<file path="config.mk">
export PLATFORM = sky130hd
export DESIGN_NAME = fifo_reader
export DESIGN_NICKNAME = d
export VERILOG_FILES = /design/src/rtl/fifo_pkg.sv /design/src/rtl/fifo_reader_skid.sv /design/src/rtl/fifo_reader.sv
export SDC_FILE = /design/constraint.sdc
export NUM_CORES = 1
export LEC_CHECK = 0
export ABC_AREA = 1
export CAP_MARGIN = 0
export CORE_MARGIN = 2
export CORE_UTILIZATION = 25
export DETAILED_ROUTE_END_ITERATION = 12
export DONT_BUFFER_PORTS = 1
export PLACE_DENSITY = 0.44
export SLEW_MARGIN = 20
export SYNTH_ARGS = -nofsm -noshare
export SYNTH_HDL_FRONTEND = slang
export SYNTH_SLANG_ARGS = --single-unit
</file>
<file path="constraint.sdc">
create_clock -name clk -period 3.92 [get_ports clk]
set_clock_uncertainty 0.05 [all_clocks]
set_input_delay 1.176 -clock clk [delete_from_list [all_inputs] [get_ports clk]]
set_output_delay 1.176 -clock clk [all_outputs]
set_load 0.03 [all_outputs]
</file>
<file path="src/rtl/fifo_pkg.sv">
// rtl/fifo_pkg.sv - shared types and sizing helpers for the fifo reader
package fifo_pkg;

  localparam int DATA_WIDTH_DEF = 32;

  typedef enum logic [1:0] {IDLE, RUN, DRAIN} rd_state_t;

  // Counter width able to hold 0..n inclusive
  function automatic int cnt_width(input int n);
    return $clog2(n + 1);
  endfunction

  function automatic int ptr_width(input int n);
    return (n < 2) ? 1 : $clog2(n);
  endfunction

endpackage

</file>
<file path="src/rtl/fifo_reader_skid.sv">
// rtl/fifo_reader_skid.sv - circular skid buffer holding captured FIFO words
module fifo_reader_skid
  import fifo_pkg::*;
#(
  parameter int DATA_WIDTH = DATA_WIDTH_DEF,
  parameter int DEPTH      = 4
) (
  input  logic                           clk,
  input  logic                           reset,
  input  logic                           push,
  input  logic [DATA_WIDTH-1:0]          push_data,
  input  logic                           pop,
  output logic [cnt_width(DEPTH)-1:0]    occupancy,
  output logic [DATA_WIDTH-1:0]          head_data,
  output logic                           not_empty
);

  localparam int PW = ptr_width(DEPTH);
  localparam logic [PW-1:0] LAST = PW'(DEPTH - 1);

  logic [DATA_WIDTH-1:0] mem [DEPTH];
  logic [PW-1:0]         head;
  logic [PW-1:0]         tail;

  always_ff @(posedge clk) begin
    if (reset) begin
      head      <= '0;
      tail      <= '0;
      occupancy <= '0;
      for (int i = 0; i < DEPTH; i++) mem[i] <= '0;
    end else begin
      if (push) begin
        mem[tail] <= push_data;
        tail      <= (tail == LAST) ? '0 : tail + 1'b1;
      end
      if (pop) head <= (head == LAST) ? '0 : head + 1'b1;
      case ({push, pop})
        2'b10:   occupancy <= occupancy + 1'b1;
        2'b01:   occupancy <= occupancy - 1'b1;
        default: occupancy <= occupancy;
      endcase
    end
  end

  assign head_data = mem[head];
  assign not_empty = (occupancy != '0);

endmodule

</file>
<file path="src/rtl/fifo_reader.sv">
// rtl/fifo_reader.sv - credit-based FIFO consumer feeding a valid/ready stream
module fifo_reader
  import fifo_pkg::*;
#(
  parameter int DATA_WIDTH = DATA_WIDTH_DEF,
  parameter int SKID_DEPTH = 4,
  parameter int RD_LATENCY = 1
) (
  input  logic                  clk,
  input  logic                  reset,
  input  logic                  enable,
  input  logic                  empty,
  input  logic [DATA_WIDTH-1:0] data_out,
  output logic                  Read_enable,
  output logic [DATA_WIDTH-1:0] m_data,
  output logic                  m_valid,
  input  logic                  m_ready,
  output logic                  busy,
  output logic [31:0]           rd_count
);

  localparam int CW = cnt_width(SKID_DEPTH);

  rd_state_t             state;
  logic [CW-1:0]         occupancy;
  logic [CW-1:0]         inflight;
  logic [RD_LATENCY-1:0] lat_sr;
  logic [31:0]           rd_count_q;
  logic                  credit_ok;
  logic                  push;
  logic                  pop;
  logic                  not_empty;
  logic [DATA_WIDTH-1:0] head_data;

  // Reads already issued reserve a slot, so the buffer can never overflow
  assign credit_ok   = ({1'b0, occupancy} + {1'b0, inflight}) < (CW + 1)'(SKID_DEPTH);
  assign Read_enable = enable && !empty && credit_ok && !reset;
  assign push        = lat_sr[RD_LATENCY-1];
  assign pop         = m_valid && m_ready;
  assign m_valid     = not_empty;
  assign m_data      = head_data;
  assign busy        = (state != IDLE);
  assign rd_count    = rd_count_q;

  fifo_reader_skid #(
    .DATA_WIDTH(DATA_WIDTH),
    .DEPTH     (SKID_DEPTH)
  ) u_skid (
    .clk      (clk),
    .reset    (reset),
    .push     (push),
    .push_data(data_out),
    .pop      (pop),
    .occupancy(occupancy),
    .head_data(head_data),
    .not_empty(not_empty)
  );

  always_ff @(posedge clk) begin
    if (reset) begin
      state      <= IDLE;
      inflight   <= '0;
      lat_sr     <= '0;
      rd_count_q <= '0;
    end else begin
      lat_sr <= (lat_sr << 1) | RD_LATENCY'(Read_enable);
      case ({Read_enable, push})
        2'b10:   inflight <= inflight + 1'b1;
        2'b01:   inflight <= inflight - 1'b1;
        default: inflight <= inflight;
      endcase
      if (pop) rd_count_q <= rd_count_q + 32'd1;
      case (state)
        IDLE:    if (enable) state <= RUN;
        RUN:     if (!enable) state <= (inflight != '0 || occupancy != '0) ? DRAIN : IDLE;
        DRAIN: begin
          if (enable)                                   state <= RUN;
          else if (inflight == '0 && occupancy == '0)   state <= IDLE;
        end
        default: state <= IDLE;
      endcase
    end
  end

endmodule
</file>
# Word level (Yosys, flattened, before mapping)
# Memories as Yosys holds them, arrays and structs flattened. A register that Yosys moved wholly into a read port is not among the register bits.
# Index checks and enable logic that the tools add are counted.
classes:
  addsub: 8
  order_cmp: 1
  n_eq_ne: 11
  muxes: 20
  n_reduce_logical: 18
op_table:
  columns: ["operator", "n"]
  rows:
  - ["32-bit by 1-bit adder with 32-bit output, second input constant", 1]
  - ["32-bit two-way mux", 1]
  - ["32-bit OR reduction", 1]
  - ["2-bit two-way mux", 10]
  - ["3-bit one-hot mux with 2 select lines", 2]
  - ["2-bit == test, second input constant", 5]
  - ["3-bit by 1-bit adder with 3-bit output, second input constant", 2]
  - ["2-bit by 1-bit == test with 1-bit output, second input constant", 3]
  - ["3-bit zero test", 2]
  - ["1-bit two-way mux", 6]
  - ["2-bit one-hot mux with 3 select lines", 1]
  - ["2-bit nonzero test", 3]
  - ["3-bit nonzero test", 2]
  - ["3-bit by 1-bit subtractor with 3-bit output, second input constant", 2]
  - ["1-bit logical AND", 5]
  - ["2-bit by 1-bit adder with 2-bit output, second input constant", 2]
  - ["3-bit by 3-bit adder with 4-bit output", 1]
  - ["4-bit by 3-bit < comparator with 1-bit output, second input constant", 1]
  - ["2-bit inequality test, second input constant", 2]
  - ["3-bit inequality test, second input constant", 1]
  - ["3-bit AND reduction", 1]
  - ["1-bit zero test", 2]
  - ["2-bit zero test", 1]
  - ["1-bit logical OR", 1]
totals:
  regBits: 45
  mem_bits_rw: 128
  input_bits: 37
  memories: 1
mem_list:
  columns: ["name", "words", "word_bits", "read_ports", "rd_ports_with_merged_regs", "write_ports", "line", "text"]
  rows:
  - ["u_skid.mem", 4, 32, 1, 1, 4, "fifo_reader_skid.sv:21", "logic [DATA_WIDTH-1:0] mem [DEPTH];"]

# Longest topological paths before layout
depth:
  word_depth: 6
  ltp_mapped: 12
  mapped_depth_nobuf: 12

# Hierarchy
# A second synthesis with hierarchy kept.
unflattened:
  cells_unflattened: 846
  hier_area_um2: 7952.6
modules_own_cells:
  columns: ["module", "instances", "cells_per_inst", "area_per_inst_um2", "seq_area_each_um2"]
  rows:
  - ["fifo_reader_skid", 1, 539, 5833.1, 4023.9]
  - ["fifo_reader", 1, 307, 2119.5, 760.7]

# Worst setup path after synthesis
# Ideal clock, no wire load.
synth_path:
  kind: "input to output"
  startpoint: "input reset"
  endpoint: "output Read_enable"
  arrival_time_ns: 2.443
  setup_slack_ns: 0.251
  cell_stages: 4
  cell_sequence: "clkbuf_2 -> nor2_1 -> nand2_1 -> nor4_1"
synth_via:
  elab_chain_len: 2
synth_lines:
  columns: ["item", "line", "text"]
  rows:
  - ["from (decl)", "fifo_reader.sv:10", "input logic reset,"]
  - ["1-bit zero test", "fifo_reader.sv:37", "assign Read_enable = enable && !empty && credit_ok && !reset;"]
  - ["1-bit logical AND", "fifo_reader.sv:37", null]
  - ["to (decl)", "fifo_reader.sv:14", "output logic Read_enable,"]
# No other way between the ends.

==> run summary <==
Max Fanout on Critical Path: 64
Routed met1 length: 9673 um
highest metal used: met4
clock buffer depth: 2
Rows: 65
Compound-Gate Fraction of Synth Area: 9.981%
max-slew violation total from the final report: 0
Layout Utilization: 29.67%
vias: 5888
xor and xnor fraction of the mapped netlist area: 0.1092%
max cap viols: 0
die area: 33540 um^2
Non-Filler Instances: 1307
Setup CP Type: reg2out
Final nets: 937
Synth Area per Inst: 9.286 um^2
final hold vios: 0
initial antenna violation count: 2
CTS tree: built
hold_buf cts: 0
Pleak: 0.003630 uW
Async SR Flop Fraction: 0%
Primary FF master, synth: edfxtp_1
main combinational cell family by area after synthesis: simple AND/OR/NAND/NOR gates
EDFF count, synth: 128
crit path time final: 3273 ps
post-CTS sizing: 0
HPWL Detailed: 13230 um
Hold Path Cell Cnt: 2
post-route cell area: 9363 um^2
Layout area overhead: 16.70%
YS warnings: 0
GRT overflow: 0
top cells by area, synth: edfxtp_1 (48%), dfxtp_1 (12%), nor2_1 (12%)
Worst Tran Pin Value: 994.0 ps
Critical Path RT: 2690 ps
setup violators final: 0
num ports: 104
core area: 31560 um^2
Syn Std Cell Area: 8023 um^2
Hold Path End: inflight[2]
Mapped Cells: 864
Clk pin slew, worst setup/hold paths: 60 ps
CTS Buf Count: 17
Reg2Reg Depth: 13
drt wl/cell: 16.38 um
Adder-Cell Fraction of Synth Area: 1.591%
RSZ-0062 raised after global routing: false
first-pass GRT wire length: 33110 um
Hold WS: 447.7 ps
initial core utilization: 25.42%
vias in the first global route: 5848
DR pass1 iterations: 4
clock sink count: 175
CP Launch Type: flop
Yosys top cell by area: edfxtp_1
largest net degree at the start of global routing: 65
R2R Path End: inflight[2]
met2 wire length: 10120 um
input/output buffers: 0
Setup Buffers After CTS: 0
RD Place Congestion: 0.7753
syn nets: 910
Final TNS setup: 0 ps
GR Util All Layers: 12.98%
Max IR drop VDD: 288.6 uV
Synth Area in Simple Gates: 22.02%
Slew Limit Headroom: 33.74%
sequential area share after synthesis: 59.64%
number of synthesized register bits: 175
WL final: 21410 um
worst reg-to-reg setup slack: 1640 ps
crit path DAT: 2050 ps
Synth top area share: 47.91%
reg-to-reg startpoint: u_skid.occupancy[1]
CP Capture Type: output pin
H-tree depth: 4
Worst-Skew Late Latency: 420 ps
Routed met3 length: 1422 um
DRC Markers: 0
root buf cell: clkbuf_16
drt first-iter violations: 400
die height: 183.1 um
final period utilization: 83.50%
Max Freq: 305.5 MHz
share of layout cells above drive strength 1: 12.74%
status: complete, no violations
routed vias/inst: 4.505
HP Start: inflight[2]
Synth cell types: 43
Die Wd: 183.1 um
Post-DP Area: 8731 um^2
Cell Pwr Density: 517.2 nW/um^2
Post-Place Cells: 1274
Routed Antenna Nets: 0
post-synthesis mux area share: 0%
Hold/Removal Path Class: reg2reg
## metal layers
| metal | GRT usage [%] | vias up |
|---|---|---|
| met5 | 0 | - |
| met4 | 3.104 | 0 |
| met3 | 4.468 | 10 |
| met2 | 21.41 | 122 |
| met1 | 16.37 | 2811 |
| li1 | - | 2945 |
## metrics by stage
step / total power [uW] / worst slack (ps)
6_report: 4843 / 646.7
5_1_grt: 5058 / 494.4
4_1_cts: 4931 / 584.1
3_5_place_dp: 3062 / 924.8
3_3_place_gp: 3055 / 910.7
2_1_floorplan: 2729 / 251.3
## placed cells by master (no fill, tap or decap), types with 2 or more instances in the layout
cell / synthesis / layout
inv_1: 92 / 92
nor4_1: 3 / 2
nor3_1: 7 / 7
o22ai_1: 33 / 33
a21oi_1: 22 / 22
nor2_4: 8 / 8
clkbuf_16: 0 / 17
bufinv_16: 0 / 4
fa_1: 2 / 2
nor3_2: 2 / 2
nand2_2: 6 / 6
nand3_1: 24 / 24
diode_2: 0 / 2
o21ai_1: 6 / 6
inv_8: 0 / 2
o21ai_0: 81 / 81
nand4_1: 13 / 13
inv_2: 3 / 4
edfxtp_1: 128 / 128
nand2_1: 66 / 66
dfxtp_1: 47 / 46
buf_4: 1 / 45
nand3_2: 2 / 2
nand2_4: 4 / 4
inv_6: 0 / 5
nor2_2: 6 / 6
nor2_1: 248 / 248
ha_1: 7 / 7
## sequential cells by signal (all words and copies together), names as in the netlist, named ones only
register	count
inflight	3
lat_sr	1
rd_count	32
state	2
u_skid.head	2
u_skid.mem	128
u_skid.occupancy	3
u_skid.tail	2
## final cells by class
class	instances	area, um^2
fill	3334	22190
sequential	175	4786
multi-input combinational	555	2724
tap	402	503.0
clock buffer	18	429.2
inverter	96	360.3
timing repair buffer	46	357.8
clock inverter	13	197.7
antenna	2	5.005
## worst max-delay path, cell delays in order, from the launching register on
cell	delay (ps)
dfxtp_2	330
buf_4	530
o21ai_0	200
o22ai_1	290
buf_4	220
## logic make-up after synthesis
logic type / after synthesis
compound gates: 148
xor+xnor: 1
fa+ha+maj: 9
buf+inv: 134
flops: 175
simple gates: 397
## worst max path at each step
stage,startpoint,endpoint,slack [ps],cells after the start
floorplan,reset,Read_enable,250,4
global placement,enable,Read_enable,910,5
detailed placement,enable,Read_enable,920,5
CTS,flop,m_data[14],580,4
global route,flop,m_data[0],490,4
finish,flop,m_data[22],650,4
## cell usage after synthesis, drive strengths merged, types with 10 or more instances
master / count
edfxtp: 128
dfxtp: 47
nor2: 263
o21ai: 87
o22ai: 33
inv: 95
nand3: 26
nor3: 10
nand2: 76
a21oi: 23
buf: 13
nand4: 14
clkbuf: 25
## power breakdown
group / internal (uW) / switching [uW] / total [uW]
combinational: 267 / 629 / 896
clock: 1080 / 765 / 1850
sequential: 2060 / 39.1 / 2100
Note: power is estimated with default switching activity, not from simulation.
